### config.mk
export PLATFORM = sky130hd
export DESIGN_NAME = spi_cmd_ctrl
export DESIGN_NICKNAME = d
export VERILOG_FILES = /design/src/rtl/spi_cmd_pkg.sv /design/src/rtl/spi_cmd_ss_sync.sv /design/src/rtl/spi_cmd_ctrl.sv
export SDC_FILE = /design/constraint.sdc
export NUM_CORES = 1
export LEC_CHECK = 0
export ABC_AREA = 1
export CAP_MARGIN = 25
export CORE_UTILIZATION = 44
export DETAILED_ROUTE_END_ITERATION = 8
export PLACE_DENSITY = 0.82
export RECOVER_POWER = 50
export SLEW_MARGIN = 20
export SYNTH_ARGS = -nofsm -noshare
export SYNTH_HDL_FRONTEND = slang
export SYNTH_SLANG_ARGS = --single-unit
export TNS_END_PERCENT = 100
### constraint.sdc
create_clock -name clk -period 1.95 [get_ports clk]
set_clock_uncertainty 0.15 [all_clocks]
set_input_delay 0.39 -clock clk [delete_from_list [all_inputs] [get_ports clk]]
set_output_delay 0.39 -clock clk [all_outputs]
set_load 0.005 [all_outputs]
### src/rtl/spi_cmd_pkg.sv
// Shared definitions for the SPI command sequencer: opcodes, FSM states
// and error flag bit positions.
package spi_cmd_pkg;

  localparam logic [7:0] OP_WR_INC = 8'h02;  // burst write, address auto-increments
  localparam logic [7:0] OP_WR_FIX = 8'h03;  // burst write to one fixed address
  localparam logic [7:0] OP_NOP    = 8'h00;  // accepted, payload ignored

  localparam int ERR_BAD_OP = 0;
  localparam int ERR_OVR    = 1;

  typedef enum logic [2:0] {
    ST_IDLE,
    ST_CMD,
    ST_ADDR_H,
    ST_ADDR_L,
    ST_DATA,
    ST_DISCARD
  } state_t;

endpackage

### src/rtl/spi_cmd_ss_sync.sv
// Synchronizes the raw active-low SPI slave select into the clk domain and
// turns its edges into one-cycle frame_start (falling) / frame_end (rising)
// pulses. All flops reset to 1 (deselected) so reset never fakes a frame.
module spi_cmd_ss_sync #(
  parameter int SS_SYNC = 2
) (
  input  logic clk,
  input  logic rst,
  input  logic spi_ss,
  output logic frame_start,
  output logic frame_end
);

  logic [SS_SYNC-1:0] sync_q;
  logic               prev_q;

  // Synchronizer chain plus one delayed copy for edge detection.
  always_ff @(posedge clk or posedge rst) begin
    if (rst) begin
      sync_q <= '1;
      prev_q <= 1'b1;
    end else begin
      sync_q <= {sync_q[SS_SYNC-2:0], spi_ss};
      prev_q <= sync_q[SS_SYNC-1];
    end
  end

  assign frame_start = prev_q & ~sync_q[SS_SYNC-1];
  assign frame_end   = ~prev_q & sync_q[SS_SYNC-1];

endmodule

### src/rtl/spi_cmd_ctrl.sv
// SPI command sequencer: frames the spi_slave byte stream with slave select,
// decodes opcode + 16-bit address and issues one bus write per data byte.
// Write slot handshake: wr_vld_o/wr_addr_o/wr_data_o hold steady while
// wr_vld_o=1 and wr_rdy_i=0; a write transfers in a cycle with both high.
// Optional statistics counters are built when SPI_CMD_STATS_EN is defined;
// otherwise frame_cnt_o / err_cnt_o are tied to zero.
module spi_cmd_ctrl
  import spi_cmd_pkg::*;
#(
  parameter int ADDR_W  = 16,
  parameter int SS_SYNC = 2
) (
  input  logic              clk,
  input  logic              rst,
  input  logic              spi_ss,
  input  logic              byte_vld_i,
  input  logic [7:0]        byte_i,
  output logic              wr_vld_o,
  output logic [ADDR_W-1:0] wr_addr_o,
  output logic [7:0]        wr_data_o,
  input  logic              wr_rdy_i,
  output logic              busy_o,
  output logic [1:0]        err_o,
  input  logic              err_clr_i,
  output logic [15:0]       frame_cnt_o,
  output logic [15:0]       err_cnt_o
);

  logic frame_start;
  logic frame_end;

  spi_cmd_ss_sync #(.SS_SYNC(SS_SYNC)) u_ss_sync (
    .clk         (clk),
    .rst         (rst),
    .spi_ss      (spi_ss),
    .frame_start (frame_start),
    .frame_end   (frame_end)
  );

  state_t            state_q, state_d;
  logic [ADDR_W-1:0] addr_q;
  logic              inc_q;
  logic              wr_vld_q;
  logic [ADDR_W-1:0] wr_addr_q;
  logic [7:0]        wr_data_q;
  logic [1:0]        err_q;

  logic ld_mode;   // capture addressing mode from opcode
  logic mode_inc;  // mode being captured: 1 = auto-increment
  logic ld_addr_h;
  logic ld_addr_l;
  logic ld_slot;   // data byte goes into the write slot
  logic ovr;       // data byte dropped, slot still occupied
  logic bad_op;

  // Next-state and per-byte decode; frame start/end override any byte.
  always_comb begin
    state_d   = state_q;
    ld_mode   = 1'b0;
    mode_inc  = 1'b0;
    ld_addr_h = 1'b0;
    ld_addr_l = 1'b0;
    ld_slot   = 1'b0;
    ovr       = 1'b0;
    bad_op    = 1'b0;
    if (frame_start) begin
      state_d = ST_CMD;
    end else if (frame_end) begin
      state_d = ST_IDLE;
    end else if (byte_vld_i) begin
      case (state_q)
        ST_CMD: begin
          case (byte_i)
            OP_WR_INC: begin
              state_d  = ST_ADDR_H;
              ld_mode  = 1'b1;
              mode_inc = 1'b1;
            end
            OP_WR_FIX: begin
              state_d = ST_ADDR_H;
              ld_mode = 1'b1;
            end
            OP_NOP:  state_d = ST_DISCARD;
            default: begin
              state_d = ST_DISCARD;
              bad_op  = 1'b1;
            end
          endcase
        end
        ST_ADDR_H: begin
          state_d   = ST_ADDR_L;
          ld_addr_h = 1'b1;
        end
        ST_ADDR_L: begin
          state_d   = ST_DATA;
          ld_addr_l = 1'b1;
        end
        ST_DATA: begin
          if (wr_vld_q && !wr_rdy_i) ovr = 1'b1;
          else                       ld_slot = 1'b1;
        end
        default: ;
      endcase
    end
  end

  // FSM state register.
  always_ff @(posedge clk or posedge rst) begin
    if (rst) state_q <= ST_IDLE;
    else     state_q <= state_d;
  end

  // Address/mode capture, write slot and sticky error flags.
  always_ff @(posedge clk or posedge rst) begin
    if (rst) begin
      addr_q    <= '0;
      inc_q     <= 1'b0;
      wr_vld_q  <= 1'b0;
      wr_addr_q <= '0;
      wr_data_q <= '0;
      err_q     <= '0;
    end else begin
      if (ld_mode)   inc_q  <= mode_inc;
      if (ld_addr_h) addr_q <= {byte_i, addr_q[7:0]};
      if (ld_addr_l) addr_q <= {addr_q[ADDR_W-1:8], byte_i};
      if (ld_slot) begin
        wr_vld_q  <= 1'b1;
        wr_addr_q <= addr_q;
        wr_data_q <= byte_i;
        if (inc_q) addr_q <= addr_q + ADDR_W'(1);
      end else if (wr_rdy_i) begin
        wr_vld_q <= 1'b0;
      end
      // A set in the same cycle as a clear survives the clear.
      err_q <= (err_clr_i ? 2'b00 : err_q) | {ovr, bad_op};
    end
  end

  assign wr_vld_o  = wr_vld_q;
  assign wr_addr_o = wr_addr_q;
  assign wr_data_o = wr_data_q;
  assign err_o     = err_q;
  assign busy_o    = (state_q != ST_IDLE) || wr_vld_q;

`ifdef SPI_CMD_STATS_EN
  logic        op_ok_q;
  logic        op_valid;
  logic [15:0] frame_cnt_q;
  logic [15:0] err_cnt_q;

  assign op_valid = (state_q == ST_CMD) && byte_vld_i && !frame_start && !frame_end &&
                    (byte_i == OP_WR_INC || byte_i == OP_WR_FIX || byte_i == OP_NOP);

  // Saturating frame / error event counters; only reset clears them.
  always_ff @(posedge clk or posedge rst) begin
    if (rst) begin
      op_ok_q     <= 1'b0;
      frame_cnt_q <= '0;
      err_cnt_q   <= '0;
    end else begin
      if (frame_start || frame_end) op_ok_q <= 1'b0;
      else if (op_valid)            op_ok_q <= 1'b1;
      if (frame_end && op_ok_q && frame_cnt_q != 16'hFFFF)
        frame_cnt_q <= frame_cnt_q + 16'd1;
      if ((bad_op || ovr) && err_cnt_q != 16'hFFFF)
        err_cnt_q <= err_cnt_q + 16'd1;
    end
  end

  assign frame_cnt_o = frame_cnt_q;
  assign err_cnt_o   = err_cnt_q;
`else
  assign frame_cnt_o = 16'h0000;
  assign err_cnt_o   = 16'h0000;
`endif

endmodule

==> out/metrics.cfg, run 1 <==
[status]
status=complete, no violations

[critical_path]
reg2regPathDepth=8
required_ns=2.02
cp-start-kind=flop
r2r_setup_slack_ns=0.03
critical_path.cell_chain=inv_2, ha_4, nor3_4, nand2_2, nor2_4, nand2_8, nor2_4, nor2_1
crit_type=flop to flop
max_stage_delay_ns=0.55
end_kind=flop
cp_slowest_cell=dfstp_2
crit_top_cell=nor2_4
critPathMaxFanout=8
worstPathArrival_ns=1.99

[power_and_ir_drop]
leakage_uw=0.00168
pwr-share-seq_pct=48.5
vdd_drop_max_mv=0.398
power_switching_uw=764
intPower_uw=1900
finalPower_uw=2660
combPwrFrac_pct=23.1
p_clk_share_pct=28.4
p_sw_share_pct=28.7
power-per-cell-area_nw_per_um2=757

[global_routing]
grt_pass1_vias=2267
gr-total-overflow=0
grt_first_pass_wirelength_um=10500
groute.usage.overall_pct=20.7
antenna_found_initial=0
grt_start_max_net_pins=51

[cts]
cts_hold_buf=0
clock_path_buffers=2
clk_pin_slew_ns=0.09
insertion_delay_ns=0.32
clock-sinks=50
htreeDepth=2
cts-root-buf=clkbuf_8
cts_buffers=5
cts_tree=built

[cells_and_area]
diodes=0
final_nets=446
area_growth_pct=23.2
drive_gt1_share_pct=13.3

[timing]
final_hold_viol_count=0
period_share_pct=98.5
rsz0062_at_grt=yes
slew_violations=0
setup_violations=0
max_freq_mhz=521
finalSetupTns_ns=0
finalCriticalPeriod_ns=1.92

[floorplanning]
core.rowCount=28
dieArea_um2=6800
die_h_um=82.5
coreArea_um2=6100
dieWidth_um=82.5
initial_utilization_pct=46.8
io_pins=74

[detailed_routing]
wirelength_um=6640
vias=2493
firstDrtPassIters=5
viasPerCell=4.94
wl_per_cell_um=13.1
drtAntennaViolNets=0
drc=0
drt_iter0_drc=272

[placed_design]
post-dp-hpwl_um=4690
port_buffers=41
place.gp.congestion=0.916

[synth]
synth.top_cells.by_area=dfrtp_1, nand2_1, buf_4, o21ai_0, inv_1
synth_top_area_share_pct=41.3
synth_edf_count=0
ys_seq_area_share_pct=44.0
yosys.area.top_type=dfrtp_1
synthArstFlopShare_pct=100
post_synth_inst_count=375
ys.warnings.count=0
ys.flop_type=dfrtp_1
synth.distinct_cells=28
syn-cell-area_um2=2850
ys_seq_elements=50
syn_area_per_cell_um2=7.60

[job]
maxCapViolCount=0

[worst_hold_path]
hold_path_class=flop to flop
whs_path_depth=0

==> through the flow <==
step	hold WS [ns]	util (%)	instances	cell area (um2)	setup WS (ns)
final	0.210	57.6	505	3510	0.0297
after global routing	0.218	57.6	505	3510	-0.0318
after CTS	0.214	56.1	502	3420	0.0171
after detailed placement	0.201	53.9	492	3280	-0.120
after global placement	0.198	53.9	492	3280	-0.0749
after floorplan	0.195	-	406	2970	0.0167
==> placed cells by master, fill, tap and decap left out, types with 2 or more instances in the layout <==
master | netlist | layout
nand2_1 | 131 | 120
dfrtp_1 | 47 | 45
clkdlybuf4s50_1 | 0 | 39
o21ai_0 | 40 | 38
inv_1 | 34 | 32
conb_1 | 1 | 32
nor2_1 | 32 | 29
nand3_1 | 15 | 15
nand2_2 | 3 | 12
buf_4 | 33 | 11
xor2_1 | 5 | 5
clkbuf_8 | 0 | 5
inv_2 | 1 | 3
nor2_4 | 2 | 3
nand3b_1 | 3 | 3
nand4_1 | 3 | 3
nand2_4 | 1 | 3
o21ai_1 | 1 | 3
buf_12 | 0 | 3
dfstp_2 | 3 | 3
nor3_4 | 2 | 2
nor2_2 | 0 | 2
o22ai_1 | 2 | 2
a21oi_1 | 2 | 2
dfrtp_2 | 0 | 2
==> synthesized netlist by cell type, types with 2 or more instances <==
cell / instances
nand3b_1: 3
xor2_1: 5
dfrtp_1: 47
nand3_1: 15
nand2_1: 131
nor2_4: 2
o21ai_0: 40
ha_1: 3
dfstp_2: 3
nand4_1: 3
nand2_2: 3
inv_1: 34
nor2_1: 32
nor3_4: 2
buf_4: 33
a21oi_1: 2
buf_6: 3
o22ai_1: 2
buf_2: 3
==> metal layers <==
layer  GRT usage [%]  routed length, um  up-vias
met5               0                  0        -
met4            10.0                155        0
met3            3.96                402       13
met2            34.1               3310      125
met1            25.9               2770     1134
li1                -                  -     1221
==> registers in the layout (all words and copies together) (netlist names) <==
| signal | cells |
|---|---|
| inc_q | 1 |
| state_q | 3 |
| err_o | 2 |
| wr_vld_o | 1 |
| u_ss_sync.prev_q | 1 |
| u_ss_sync.sync_q | 2 |
| wr_addr_o | 16 |
| wr_data_o | 8 |
| addr_q | 16 |
==> path summary, 6_finish.rpt <==
path                                      from                   to
min in group asynchronous                  rst         wr_addr_o[2]
setup / recovery              u_ss_sync.prev_q            addr_q[0]
max in group asynchronous                  rst  u_ss_sync.sync_q[0]
setup reg to reg              u_ss_sync.prev_q            addr_q[0]
hold / removal             u_ss_sync.sync_q[0]  u_ss_sync.sync_q[1]
hold reg to reg            u_ss_sync.sync_q[0]  u_ss_sync.sync_q[1]
==> area by class of cell <==
type,instances,area [um2]
Fill cell,528,2580
Multi-Input combinational cell,282,1370
Sequential cell,50,1260
Timing Repair Buffer,55,552
Inverter,35,131
Tap cell,75,93.8
Clock buffer,5,68.8
Clock inverter,3,43.8
==> critical path, delay by kind of cell, from the launching register on <==
kind | cells | cell delay, ns
flip-flops | 1 | 0.55
buffers and inverters | 1 | 0.04
adder cells (fa/ha/maj) | 1 | 0.16
AND/OR/NAND/NOR | 6 | 0.92
==> what timing repair did <==
item,4_1_cts,5_1_grt
buffers inserted,2,2
resized for setup,5,22
setup endpoints to repair,9,22
pin swaps,1,13
gates cloned,0,1
==> power by group through the flow <==
stage / registers [uW] / clock network [uW] / logic (uW)
after CTS: 1290 / 762 / 591
after global routing: 1300 / 803 / 696
final: 1290 / 755 / 616
after global placement: 1300 / 0 / 559
after detailed placement: 1310 / 0 / 579
after floorplan: 1300 / 0 / 299
==> kinds of logic after synthesis <==
family          synth area share [%]
buf+inv                         15.1
xor+xnor                        1.54
compound gates                  8.47
fa+ha+maj                       1.32
simple gates                    29.4
other cells                    0.132
flops                           44.0
Note: power is estimated with default switching activity, not from simulation.
==> run 2: changes to the inputs <==
ABC_AREA = 0   (was 1)
CORE_ASPECT_RATIO = 0.8   (was not set)
PLACE_DENSITY = 0.83   (was 0.82)
==> run 2 against run 1 <==
The run now ends with setup timing left. Non-clock buffer count is 21 higher. Critical path depth fell by 1. Worst hold slack improved by 0.0027 ns. Total power grew 30%. Sequential share of layout area is 0.76 points lower. Die area shrank 3.7%. Synthesized cell count fell by 30%. Combinational power up 100%. Maximum frequency down 5.8%. Via count fell by 7.3%. Design area increased by 2.0%. Flip-flop and latch count did not move. Critical path type unchanged. Highest routed layer unchanged.
==> out/metrics.cfg, run 2 <==
[status]
status=complete, but fails checks
violations=setup timing

[detailed_routing]
wirelength_um=6690  ; +0.74%
vias=2311  ; -7.3%
met2WireLength_um=2930  ; -11%
met1_length_um=2930  ; +5.7%
firstDrtPassIters=5  ; unchanged
wl_met3_um=649  ; +61%
viasPerCell=5.56  ; +13%
drt_iter0_drc=149  ; -45%
drtAntennaViolNets=0  ; unchanged
drc=0  ; unchanged
highest_layer=met4
wl_per_cell_um=16.1  ; +22%

[synth]
ys.warnings.count=0  ; unchanged
synthTopCellsByCount=dfrtp_1, buf_4, mux2_2, nor2_1, nand2_1
synth.distinct_cells=50  ; +79%
synth_most_common_cell=dfrtp_1
synth_edf_count=0  ; unchanged
post_synth_inst_count=263  ; -30%
synth_top_area_share_pct=42.9  ; +1.6 points
synth.top_cells.by_area=dfrtp_1, buf_4, mux2_2, dfstp_2, nor2_1
ys_seq_area_share_pct=45.8  ; +1.7 points
ys.flop_type=dfrtp_1
yosys.area.top_type=dfrtp_1
syn-cell-area_um2=2740  ; -3.8%
synthArstFlopShare_pct=100  ; unchanged
syn_area_per_cell_um2=10.4  ; +37%
ys_seq_elements=50  ; unchanged

[timing]
worst_slew_pin_slew_ns=1.23
timing.slew.headroom_pct=17.7
setup_violations=33  ; +33
timing.final.ws_setup_ns=-0.0888  ; -0.119 ns
max_freq_mhz=490  ; -5.8%
finalCriticalPeriod_ns=2.04  ; +0.119 ns
period_share_pct=105  ; +6.1 points
rsz0062_at_grt=yes
final_hold_viol_count=0  ; unchanged
slew_violations=0  ; unchanged

[cells_and_area]
area_growth_pct=30.6
design_area_um2=3580  ; +2.0%
diodes=0  ; unchanged
drive_gt1_share_pct=29.6  ; +16 points
layout_common_cells=dfrtp_1, clkdlybuf4s50_1, conb_1
final_nets=351  ; -21%
regArea_um2=1250  ; -0.20%
multi_input_area_um2=1390  ; +2.1%
postLayoutCoreUtil_pct=59.9  ; +2.3 points
final_common_cell=dfrtp_1
nFillCells=502  ; -4.9%

[placed_design]
port_buffers=41  ; unchanged
place_ws_ns=-0.312  ; -0.191 ns
placed_cell_area_um2=3360  ; +2.4%
post-dp-hpwl_um=4850  ; +3.5%
place.gp.congestion=0.960  ; +4.8%

[critical_path]
critical_path.top_delay_family=flip-flops
crit_cells=7  ; -1
worstPathArrival_ns=2.09  ; +0.10 ns
r2r_setup_slack_ns=-0.09  ; -0.12 ns
cp_slowest_cell=dfstp_2
cp-start-kind=flop
max_stage_delay_ns=0.54  ; about the same
reg2regPathDepth=7  ; -1
rr_startpoint=u_ss_sync.prev_q
end_kind=flop
critical_path.cell_chain=inv_2, ha_4, nor3b_4, buf_4, nand3_4, buf_12, mux2_2
crit_buf_inv=3  ; +2
r2r-end=wr_data_o[3]
crit_type=flop to flop
required_ns=2.00  ; -0.02 ns
critPathMaxFanout=23  ; +15

[worst_hold_path]
whs_path_depth=0  ; unchanged
hold_path_class=flop to flop
hold_path_end=u_ss_sync.sync_q[1]
hp-start=u_ss_sync.sync_q[0]

[power_and_ir_drop]
leakage_uw=0.00157  ; -6.2%
finalPower_uw=3450  ; +30%
power-per-cell-area_nw_per_um2=965  ; +27%
vdd_drop_max_mv=0.599  ; +50%

[floorplanning]
dieWidth_um=90.3  ; +9.4%
initial_utilization_pct=45.9  ; -0.85 points
core.rowCount=25  ; -11%
dieArea_um2=6550  ; -3.7%
die_h_um=72.6  ; -12%
io_pins=74  ; unchanged
coreArea_um2=5970  ; -2.0%

[cts]
cts_buffers=5  ; unchanged
cts-root-buf=clkbuf_8
clock-sinks=50  ; unchanged
insertion_delay_ns=0.32  ; about the same
cts_hold_buf=0  ; unchanged
cts_tree=built
clk_pin_slew_ns=0.09  ; about the same
htreeDepth=2  ; unchanged
clock_path_buffers=2  ; unchanged

[global_routing]
gr-total-overflow=0  ; unchanged
groute.usage.overall_pct=22.3  ; +1.6 points
grt_start_max_net_pins=51  ; unchanged
grt_pass1_vias=2197  ; -3.1%
grt_first_pass_wirelength_um=11200  ; +6.8%
antenna_found_initial=0  ; unchanged

[job]
maxCapViolCount=0  ; unchanged

## run 2: repair_timing
action | in CTS | in global routing
resized for setup | 14 | 11
buffers inserted | 3 | 2
pin swaps | 6 | 4
setup endpoints to repair | 37 | 44
## run 2: routing by layer
layer	GRT usage, %	vias up
met4	8.78	0
met5	0	-
li1	-	1044
met1	31.3	1099
met3	6.15	25
met2	33.0	143
## run 2: power breakdown
part | switching [uW] | leakage [uW] | total, uW | internal, uW
registers | 248 | 0.000638 | 1560 | 1310
logic | 527 | 0.000889 | 1260 | 736
clock network | 374 | 0.0000447 | 633 | 259
## run 2: logic make-up after synthesis
kind of cell	after synthesis	synth area share, %
DFF	50	45.8
buffers and inverters	50	12.3
and+or+nand+nor	90	18.8
adders and majority gates	3	1.37
other	1	0.137
AOI/OAI and AO/OA	45	11.9
muxes	24	9.76
## run 2: metrics by stage
step / cells / setup TNS (ns) / hold slack, ns
after floorplan: 294 / -0.136 / 0.195
final: 416 / -1.82 / 0.213
after global placement: 403 / -7.86 / 0.197
after CTS: 414 / -1.38 / 0.216
after detailed placement: 403 / -10.06 / 0.202
after global routing: 416 / -4.98 / 0.219
## run 2: worst max-delay path by stage
stage / startpoint / end / slack [ns]
after floorplan: u_ss_sync.sync_q[1] / addr_q[15] / -0.06
after global placement: byte_vld_i / state_q[1] / -0.24
after detailed placement: byte_vld_i / state_q[1] / -0.31
after CTS: u_ss_sync.sync_q[1] / wr_data_o[3] / -0.08
after global routing: u_ss_sync.prev_q / addr_q[8] / -0.18
final: u_ss_sync.prev_q / wr_data_o[3] / -0.09
## run 2: layout make-up
type / count / share of cell area, %
tap: 81 / 2.83
multi-input combinational: 194 / 38.9
sequential: 50 / 35.0
inverter: 7 / 0.734
timing repair buffer: 76 / 19.8
clock inverter: 3 / 0.699
clock buffer: 5 / 1.92
==> run 3: changes to the inputs <==
CAP_MARGIN = not set   (was 25)
SKIP_LAST_GASP = 1   (was not set)
==> run 3 against run 2 <==
The flow still finishes with violations (setup timing). Via count increased by 0.95%. Global-route usage decreased by 0.069 points. Total power increased by 0.28%. Non-clock buffer count increased by 1. First-iteration DRC count increased by 49%. Core utilization about the same. Clock-buffer cell count unchanged. Sequential share of layout area about the same. Register-to-register slack got worse by 0.02 ns. Die area unchanged. Critical endpoint is now addr_q[10]. Largest power group unchanged.
==> out/metrics.cfg, run 3 (synthesis results as in run 2) <==
[floorplanning]
dieWidth_um=90.3  ; unchanged
core.rowCount=25  ; unchanged
initial_utilization_pct=45.9  ; unchanged
io_pins=74  ; unchanged
coreArea_um2=5970  ; unchanged
die_h_um=72.6  ; unchanged
dieArea_um2=6550  ; unchanged

[critical_path]
cp-start-kind=flop
reg2regPathDepth=7  ; unchanged
max_stage_delay_ns=0.55  ; about the same
required_ns=2.04  ; +0.04 ns
r2r_setup_slack_ns=-0.11  ; -0.02 ns
critPathMaxFanout=7  ; -70%
critical_path.cell_chain=inv_2, ha_4, nor3b_4, and4_4, buf_12, a41oi_1, a211oi_1
end_kind=flop
worstPathArrival_ns=2.14  ; +0.05 ns
crit_type=flop to flop
cp_slowest_cell=dfstp_2

[timing]
setup_violations=34  ; +3.0%
rsz0062_at_grt=yes
finalSetupTns_ns=-2.05  ; -0.232 ns
period_share_pct=105  ; +0.84 points
slew_violations=0  ; unchanged
worst_hold_slack_ns=0.213  ; +0.000437 ns
max_freq_mhz=487  ; -0.80%
worst_slew_pin_slew_ns=1.22  ; -0.0139 ns
timing.final.ws_setup_ns=-0.105  ; -0.0163 ns
final_hold_viol_count=0  ; unchanged
timing.slew.headroom_pct=18.7  ; +0.92 points
finalCriticalPeriod_ns=2.06  ; +0.0163 ns

[global_routing]
grt_first_pass_wirelength_um=11200  ; -0.31%
grtUsageMet1_pct=31.3  ; -0.067 points
grt_start_max_net_pins=51  ; unchanged
groute.usage.overall_pct=22.2  ; -0.069 points
gr-usage-met2_pct=32.8  ; -0.17 points
gr-total-overflow=0  ; unchanged
antenna_found_initial=0  ; unchanged
grt_pass1_vias=2198  ; +0.046%
grt.busiest_layer=met2
gr-usage-met3_pct=6.15  ; unchanged

[power_and_ir_drop]
power-per-cell-area_nw_per_um2=968  ; +0.35%
combPwrFrac_pct=36.6  ; about the same
pwr-share-seq_pct=44.9  ; -0.2 points
p_sw_share_pct=33.4  ; +0.15 points
leakage_uw=0.00159  ; +0.93%
intPower_uw=2310  ; about the same
p_clk_share_pct=18.4  ; about the same
finalPower_uw=3460  ; +0.28%
power_switching_uw=1160  ; +0.72%
vdd_drop_max_mv=0.564  ; -5.8%

[status]
status=complete, but fails checks
violations=setup timing

[placed_design]
placed_cell_area_um2=3360  ; unchanged
place.gp.congestion=0.960  ; unchanged
port_buffers=41  ; unchanged
post-dp-hpwl_um=4850  ; unchanged

[cells_and_area]
final_common_cell=dfrtp_1
final_nets=352  ; +0.28%
design_area_um2=3580  ; about the same
nFillCells=504  ; +0.40%
layout_common_cells=dfrtp_1, clkdlybuf4s50_1, conb_1
area_growth_pct=30.5  ; about the same
diodes=0  ; unchanged
postLayoutCoreUtil_pct=59.9  ; about the same
drive_gt1_share_pct=28.6  ; -0.98 points

[cts]
htreeDepth=2  ; unchanged
clk_pin_slew_ns=0.11  ; +0.02 ns
insertion_delay_ns=0.32  ; about the same
clock-sinks=50  ; unchanged
cts-root-buf=clkbuf_8
clock_path_buffers=2  ; unchanged
cts_buffers=5  ; unchanged
cts_tree=built

[detailed_routing]
wl_per_cell_um=16.5  ; +2.8%
drt_iter0_drc=222  ; +49%
viasPerCell=5.59  ; +0.71%
drtAntennaViolNets=0  ; unchanged
drc=0  ; unchanged
vias=2333  ; +0.95%
wirelength_um=6900  ; +3.1%
firstDrtPassIters=5  ; unchanged

[worst_hold_path]
whs_path_depth=0  ; unchanged
hold_path_class=flop to flop

[job]
maxCapViolCount=0  ; unchanged

## run 3: cell type report
cell class	instances	area [um2]	area share [%]
multi-input cells	194	1380	38.5
clock inverters	3	25.0	0.699
clock buffers	5	68.8	1.92
flip-flops and latches	50	1250	35.1
repair buffers	77	723	20.2
inverters	7	26.3	0.734
well taps	81	101	2.83
## run 3: critical path, delay by kind of cell (launching register included)
| family | cells | cell delay, ns |
|---|---|---|
| buffers and inverters | 2 | 0.17 |
| and+or+nand+nor | 2 | 0.61 |
| AOI/OAI and AO/OA | 2 | 0.34 |
| DFF | 1 | 0.55 |
| adders and majority gates | 1 | 0.17 |
## run 3: final timing paths
kind	startpoint	endpoint
setup / recovery	u_ss_sync.prev_q	addr_q[10]
max in group asynchronous	rst	wr_addr_o[1]
hold / removal	u_ss_sync.sync_q[0]	u_ss_sync.sync_q[1]
setup reg to reg	u_ss_sync.prev_q	addr_q[10]
hold reg to reg	u_ss_sync.sync_q[0]	u_ss_sync.sync_q[1]
min in group asynchronous	rst	addr_q[9]
## run 3: stage by stage
stage / setup slack, ns / std cells
6_report: -0.105 / 417
5_1_grt: -0.181 / 417
4_1_cts: -0.0752 / 414
3_5_place_dp: -0.312 / 403
3_3_place_gp: -0.236 / 403
2_1_floorplan: -0.0593 / 294
## run 3: what timing repair did
action,CTS,global route
endpoints found under the setup margin,37,46
hold endpoints to repair,0,0
setup buffers,3,2
resized for setup,10,10
cloned,0,1
pin swaps,5,9
hold buffers,0,0
## run 3: layer usage
metal | wire [um] | part of all wire (%)
met1 | 2990 | 43
met2 | 3080 | 45
met3 | 670 | 9.7
met4 | 154 | 2.2
met5 | 0 | 0
## run 3: power by group through the flow
stage / registers, uW / clock network, uW / logic (uW)
5_1_grt: 1600 / 697 / 1390
2_1_floorplan: 1500 / 0 / 687
4_1_cts: 1550 / 649 / 1230
6_report: 1560 / 639 / 1270
3_5_place_dp: 1570 / 0 / 1180
3_3_place_gp: 1550 / 0 / 1150
